===== src/rtl/vga_sync_gen.sv =====
// vga_sync_gen: vertical half of the VGA timing chain.
// Consumes the upstream horizontal pixel count and its end-of-line flag and produces
// registered sync, blanking, coordinate and strobe outputs for the pixel renderer.
//
// Ports:
//   Clk           system clock
//   Reset         synchronous, active-high reset
//   cntHorizontal horizontal pixel count 0..799 (advances every second Clk)
//   vflag         one-Clk line-wrap pulse, coincident with cntHorizontal = 0
//   hsync, vsync  registered sync outputs, active level SYNC_POL
//   video_on      high only inside the visible window
//   pixel_x       registered copy of cntHorizontal
//   pixel_y       current line 0..V_TOTAL-1
//   pixel_tick    one-Clk pulse whenever pixel_x changes
//   frame_tick    one-Clk pulse on the first cycle of each frame
//   frame_count   frames since reset, modulo 256
module vga_sync_gen #(
  parameter int unsigned H_VISIBLE = 640,
  parameter int unsigned H_FRONT   = 16,
  parameter int unsigned H_SYNC    = 96,
  parameter int unsigned H_BACK    = 48,
  parameter int unsigned V_VISIBLE = 480,
  parameter int unsigned V_FRONT   = 10,
  parameter int unsigned V_SYNC    = 2,
  parameter int unsigned V_BACK    = 33,
  parameter bit          SYNC_POL  = 1'b0
) (
  input  logic       Clk,
  input  logic       Reset,
  input  logic [9:0] cntHorizontal,
  input  logic       vflag,
  output logic       hsync,
  output logic       vsync,
  output logic       video_on,
  output logic [9:0] pixel_x,
  output logic [9:0] pixel_y,
  output logic       pixel_tick,
  output logic       frame_tick,
  output logic [7:0] frame_count
);

  localparam int unsigned H_TOTAL = H_VISIBLE + H_FRONT + H_SYNC + H_BACK;
  localparam int unsigned V_TOTAL = V_VISIBLE + V_FRONT + V_SYNC + V_BACK;

  localparam logic [9:0] HVisEnd    = 10'(H_VISIBLE);
  localparam logic [9:0] HSyncStart = 10'(H_VISIBLE + H_FRONT);
  localparam logic [9:0] HSyncEnd   = 10'(H_VISIBLE + H_FRONT + H_SYNC);
  localparam logic [9:0] HLast      = 10'(H_TOTAL - 1);
  localparam logic [9:0] VVisEnd    = 10'(V_VISIBLE);
  localparam logic [9:0] VSyncStart = 10'(V_VISIBLE + V_FRONT);
  localparam logic [9:0] VBackStart = 10'(V_VISIBLE + V_FRONT + V_SYNC);
  localparam logic [9:0] VLast      = 10'(V_TOTAL - 1);

  typedef enum logic [1:0] {StActive, StFront, StSync, StBack} v_state_e;

  v_state_e   state_q, state_d;
  logic [9:0] v_line_q, v_line_d;
  logic [9:0] h_prev_q, h_prev_d;
  logic [7:0] frame_count_q, frame_count_d;
  logic       hsync_q, hsync_d;
  logic       vsync_q, vsync_d;
  logic       video_on_q, video_on_d;
  logic [9:0] pixel_x_q, pixel_x_d;
  logic [9:0] pixel_y_q, pixel_y_d;
  logic       pixel_tick_q, pixel_tick_d;
  logic       frame_tick_q, frame_tick_d;
  logic       h_in_range;

  // Vertical line counter and FSM; only vflag advances the line.
  always_comb begin
    v_line_d      = v_line_q;
    state_d       = state_q;
    frame_count_d = frame_count_q;
    frame_tick_d  = 1'b0;
    if (vflag) begin
      if (v_line_q == VLast) begin
        v_line_d      = '0;
        state_d       = StActive;
        frame_tick_d  = 1'b1;
        frame_count_d = frame_count_q + 8'd1;
      end else begin
        v_line_d = v_line_q + 10'd1;
        if (v_line_d == VVisEnd) begin
          state_d = StFront;
        end else if (v_line_d == VSyncStart) begin
          state_d = StSync;
        end else if (v_line_d == VBackStart) begin
          state_d = StBack;
        end
      end
    end
  end

  // Outputs use the effective line (v_line_d) so pixel_y and pixel_x move together.
  always_comb begin
    h_in_range   = (cntHorizontal <= HLast);
    h_prev_d     = cntHorizontal;
    pixel_x_d    = cntHorizontal;
    pixel_y_d    = v_line_d;
    pixel_tick_d = (cntHorizontal != h_prev_q);
    hsync_d      = ~SYNC_POL;
    if (h_in_range && (cntHorizontal >= HSyncStart) && (cntHorizontal < HSyncEnd)) begin
      hsync_d = SYNC_POL;
    end
    vsync_d    = (state_d == StSync) ? SYNC_POL : ~SYNC_POL;
    video_on_d = h_in_range && (cntHorizontal < HVisEnd) && (v_line_d < VVisEnd);
  end

  always_ff @(posedge Clk) begin
    if (Reset) begin
      state_q       <= StActive;
      v_line_q      <= '0;
      h_prev_q      <= '0;
      frame_count_q <= '0;
      hsync_q       <= ~SYNC_POL;
      vsync_q       <= ~SYNC_POL;
      video_on_q    <= 1'b0;
      pixel_x_q     <= '0;
      pixel_y_q     <= '0;
      pixel_tick_q  <= 1'b0;
      frame_tick_q  <= 1'b0;
    end else begin
      state_q       <= state_d;
      v_line_q      <= v_line_d;
      h_prev_q      <= h_prev_d;
      frame_count_q <= frame_count_d;
      hsync_q       <= hsync_d;
      vsync_q       <= vsync_d;
      video_on_q    <= video_on_d;
      pixel_x_q     <= pixel_x_d;
      pixel_y_q     <= pixel_y_d;
      pixel_tick_q  <= pixel_tick_d;
      frame_tick_q  <= frame_tick_d;
    end
  end

  assign hsync       = hsync_q;
  assign vsync       = vsync_q;
  assign video_on    = video_on_q;
  assign pixel_x     = pixel_x_q;
  assign pixel_y     = pixel_y_q;
  assign pixel_tick  = pixel_tick_q;
  assign frame_tick  = frame_tick_q;
  assign frame_count = frame_count_q;

endmodule


===== config.mk =====
export PLATFORM = sky130hd
export DESIGN_NAME = vga_sync_gen
export DESIGN_NICKNAME = d
export VERILOG_FILES = /design/src/rtl/vga_sync_gen.sv
export SDC_FILE = /design/constraint.sdc
export NUM_CORES = 1
export LEC_CHECK = 0
export CORE_UTILIZATION = 49
export CTS_CLUSTER_DIAMETER = 150
export DETAILED_ROUTE_END_ITERATION = 10
export PLACE_DENSITY = 0.86
export SLEW_MARGIN = 20
export SYNTH_ARGS = -nofsm -noshare
export SYNTH_HDL_FRONTEND = slang
export SYNTH_SLANG_ARGS = --single-unit

===== constraint.sdc =====
create_clock -name Clk -period 2.55 [get_ports Clk]
set_input_delay 0.765 -clock Clk [delete_from_list [all_inputs] [get_ports Clk]]
set_output_delay 0.765 -clock Clk [all_outputs]
set_load 0.01 [all_outputs]

[Word level (Yosys, flattened, before mapping)]
Index checks and enable logic that the tools add are counted.
Word-level totals
  register bits after elaboration: 35
  bits of input ports: 13
Operators by class
  add/sub/neg operators: 2
  magnitude comparators: 5
  equal/unequal tests: 6
  multiplexer cells: 10
  bitwise gates (word level): 1
  reduce and logical (&&, ||, !) cells: 6
Operator list (number)
  $eq 10x9->1 const B: 3
  $lt 10x10->1 const B: 2
  $mux 10: 2
  $add 10x1->10 const B: 1
  $eq 10x10->1 const B: 1
  $ge 10x10->1 const B: 1
  $le 10x10->1 const B: 1
  $lt 10x9->1 const B: 1
  $mux 2: 5
  $ne 10x10->1: 1
  $add 8x1->8 const B: 1
  $logic_and 1x1->1: 4
  $mux 1: 3
  $eq 2x2->1 const B: 1
  $reduce_and 2->1: 1
  $reduce_or 2->1: 1
  $not 1->1: 1

[Longest topological paths before layout]
  word-level depth: 9
  depth in mapped cells: 8

[Least setup slack after synthesis]
OpenSTA, ideal clock, no wires.
  path type: input to register
  start: input port vflag
  end: register frame_count_q[5], in the netlist frame_count[5]
  library setup time: 0.128 ns
  data arrival time: 2.050 ns
  slack: 0.372 ns
  cell stages on the path: 6
  path buffers: 0
  cell sequence: clkinv_1 -> nor4_4 -> and4_4 -> nand3_2 -> xor2_1 -> nor2_1
On the way
  word-level cells in the longest chain between the ends: 1
RTL lines
  from (decl): line 31  | input logic vflag,
  $reduce_and 2->1 (no source line)
  to (signal assigned): line 126  | frame_count_q <= frame_count_d;
  to (decl): line 59  | logic [7:0] frame_count_q, frame_count_d;
No other way between the ends.
A chain may end at the register's enable or synchronous reset.

[Final worst setup path]
  start: register pixel_y_q[2], in the netlist pixel_y[2]
  end: output port pixel_y[2]
RTL lines
  from (decl): line 64  | logic [9:0] pixel_y_q, pixel_y_d;
  from (signal assigned): line 131  | pixel_y_q <= pixel_y_d;
  to (decl): line 36  | output logic [9:0] pixel_y,
No word-level cell between the ends.

==> flow_summary.yaml <==
status:
  outcome: "finished clean"
timing:
  timing.fmax_ghz: 0.449
  rsz0062_at_grt: "false"
  slew_violations: 0
  whs_ns: 0.530
  slew-limit-headroom_pct: 63.9
  finalSetupViolations: 0
  tns_ns: 0
  finalHoldViolCount: 0
  finalClockSkew_ns: 0.0104
  worst_slew_pin_slew_ns: 0.528
  period_minus_slack_ns: 2.23
  final.period_utilization_pct: 87.4
worst_setup_path:
  path_buf_inv: 1
  cp_slowest_cell: "clkdlybuf4s50_1"
  path_delay_family: "buffers and inverters"
  timing.rr.start: "pixel_y[0]"
  reg2reg_setup_slack_ns: 0.36
  crit_fanout: 11
  timing.rr.end: "vsync"
  reg2reg_depth: 7
  endpoint_kind: "output port"
  crit_path_start_kind: "flip-flop"
  slowest_delay_ns: 0.61
  required_ns: 1.79
  path_cells: "clkdlybuf4s50_1"
  worstSetupPathType: "reg -> out"
  cp.arrival_ns: 1.46
global_routing:
  antenna_found_initial: 0
  grt_start_max_net_pins: 33
  grt_pass1_wl_um: 7450
  grt_usage_pct: 23.8
  grt_pass1_vias: 1636
  overflow: 0
finish:
  area_growth_pct: 34.7
  drive_gt1_share_pct: 9.81
  n_antenna_cell: 0
  final_core_util_pct: 71.1
  finalNetCount: 282
power:
  p_per_area_mw_per_mm2: 437
  cellLeakagePower_nw: 0.879
  peakVddDrop_uv: 556
clock_tree:
  cts_hold_buf: 0
  cts-root-buf: "clkbuf_8"
  cts-resized-gates: 0
  clock-sinks: 35
  cts_setup_buffers: 0
  clk_pin_slew_worst_paths_ns: 0.07
  ctsHtreeMaxLevel: 2
  clk_path_buf_depth: 2
  numCtsBuffers: 5
  cts_tree: "built"
  clock_latency_ns: 0.29
floorplan:
  fp.coreArea_mm2: 0.00347
  ios: 46
  die_w_um: 63.1
  rows: 21
  die-area_mm2: 0.00398
  chipHeight_um: 63.1
  start_util_pct: 52.8
hold_path:
  min_from: "state_q[1]"
  hold_path_depth: 2
  hold_path_class: "reg -> reg"
  hold_end: "state_q[1]"
routing:
  wirelength_um: 4220
  drc: 0
  ant_nets: 0
  drt_pass1_iterations: 4
  dr_total_vias: 1675
  drt-initial-drc-count: 125
  detail_route.wl_per_cell_um: 13.6
  viasPerCell: 5.39
synthesis:
  synth_area_leaders: "dfxtp_1 (38%), xor2_1 (7.2%), nor2_1 (4.5%)"
  async_flop_share_pct: 0
  synth_top_cell_area_share_pct: 38.3
  synthTopCellsByCount: "dfxtp_1 (35), nor2_1 (22), xor2_1 (15)"
  avgSynthCellArea_um2: 8.72
  dominantRegCellSynth: "dfxtp_1"
  syn-cell-area_mm2: 0.00183
  synth_most_common_cell: "dfxtp_1"
  yosysTopAreaCell: "dfxtp_1"
  ys_warn_count: 0
  syn-num-nets: 228
  ys_ff_latch: 35
  seq_area_frac_synth_pct: 38.3
  ys_types: 45
  synthCells: 210
  synth_edf_count: 0
placed_design:
  gp_congestion: 0.843
  place_hpwl_um: 2960
  io_buffers: 45
flow_run:
  drv_cap: 0
-- worst min-delay path: stages (launching register included) --
cell and delay [ns]:
dfxtp_1 0.30, inv_1 0.10, a211oi_2 0.09
-- sequential cells by signal, summed over array words and instances (netlist names) --
| name | cells |
|---|---|
| state_q | 2 |
| frame_count | 8 |
| video_on | 1 |
| pixel_x | 10 |
| hsync | 1 |
| frame_tick | 1 |
| vsync | 1 |
| pixel_tick | 1 |
| pixel_y | 10 |
-- power by group --
group          leakage, nW  total, mW  internal (mW)  switching [mW]
clock network       0.0422      0.388          0.192           0.196
registers            0.286      0.569          0.560         0.00854
logic                0.551      0.122         0.0663          0.0559
-- layer usage --
metal / GRT usage [%] / wire length [um] / vias to the layer above / share of wire (%)
li1: - / - / 846 / -
met1: 29.8 / 1930 / 762 / 46
met5: 0 / 0 / - / 0
met2: 36.7 / 1900 / 60 / 45
met3: 8.15 / 315 / 7 / 7.5
met4: 10.8 / 81 / 0 / 1.9
-- cell type report --
| type | instances | area (um2) |
|---|---|---|
| Clock buffer | 7 | 76.3 |
| Clock inverter | 1 | 5.00 |
| Inverter | 7 | 26.3 |
| Fill cell | 284 | 1000 |
| Multi-Input combinational cell | 158 | 1060 |
| Timing Repair Buffer | 57 | 541 |
| Sequential cell | 35 | 701 |
| Tap cell | 46 | 57.6 |
-- cell usage in the layout (no fill, tap or decap), drive strengths merged, types with 4 or more instances in the layout --
cell	n
mux2i	4
xnor2	7
nor2b	12
nand3	10
nor2	22
nor3	5
a211oi	5
xor2	15
buf	12
inv	6
o21ai	8
ha	5
and3	4
clkdlybuf4s50	45
nor4	5
clkbuf	7
nand2	13
dfxtp	35
a21oi	12
-- worst max path at each step --
stage,from,endpoint,depth (start not counted)
2_1_floorplan,vflag,frame_count[5],6
3_3_place_gp,vflag,frame_count[5],7
3_5_place_dp,vflag,frame_count[7],7
4_1_cts,pixel_y[2],pixel_y[2],1
5_1_grt,pixel_y[5],vsync,6
6_report,pixel_y[2],pixel_y[2],1
-- stage by stage --
step           instances  power [mW]  worst slack [ns]  area (um2)
2_1_floorplan        210       0.635             0.372        1830
3_3_place_gp         303       0.700             0.128        2380
3_5_place_dp         303       0.702             0.109        2380
4_1_cts              311        1.09             0.340        2470
5_1_grt              311        1.12             0.216        2470
6_report             311        1.08             0.322        2470
-- cell families after synthesis --
| kind of cell | Yosys count | synth area share, % |
|---|---|---|
| AND/OR/NAND/NOR | 88 | 27.4 |
| AO/OA/AOI/OAI | 39 | 14.4 |
| flip-flops | 35 | 38.3 |
| XOR/XNOR | 22 | 10.5 |
| buffers and inverters | 17 | 3.83 |
| adder cells (fa/ha/maj) | 5 | 3.42 |
| multiplexers | 4 | 2.19 |
(Power assumes the default switching activity.)
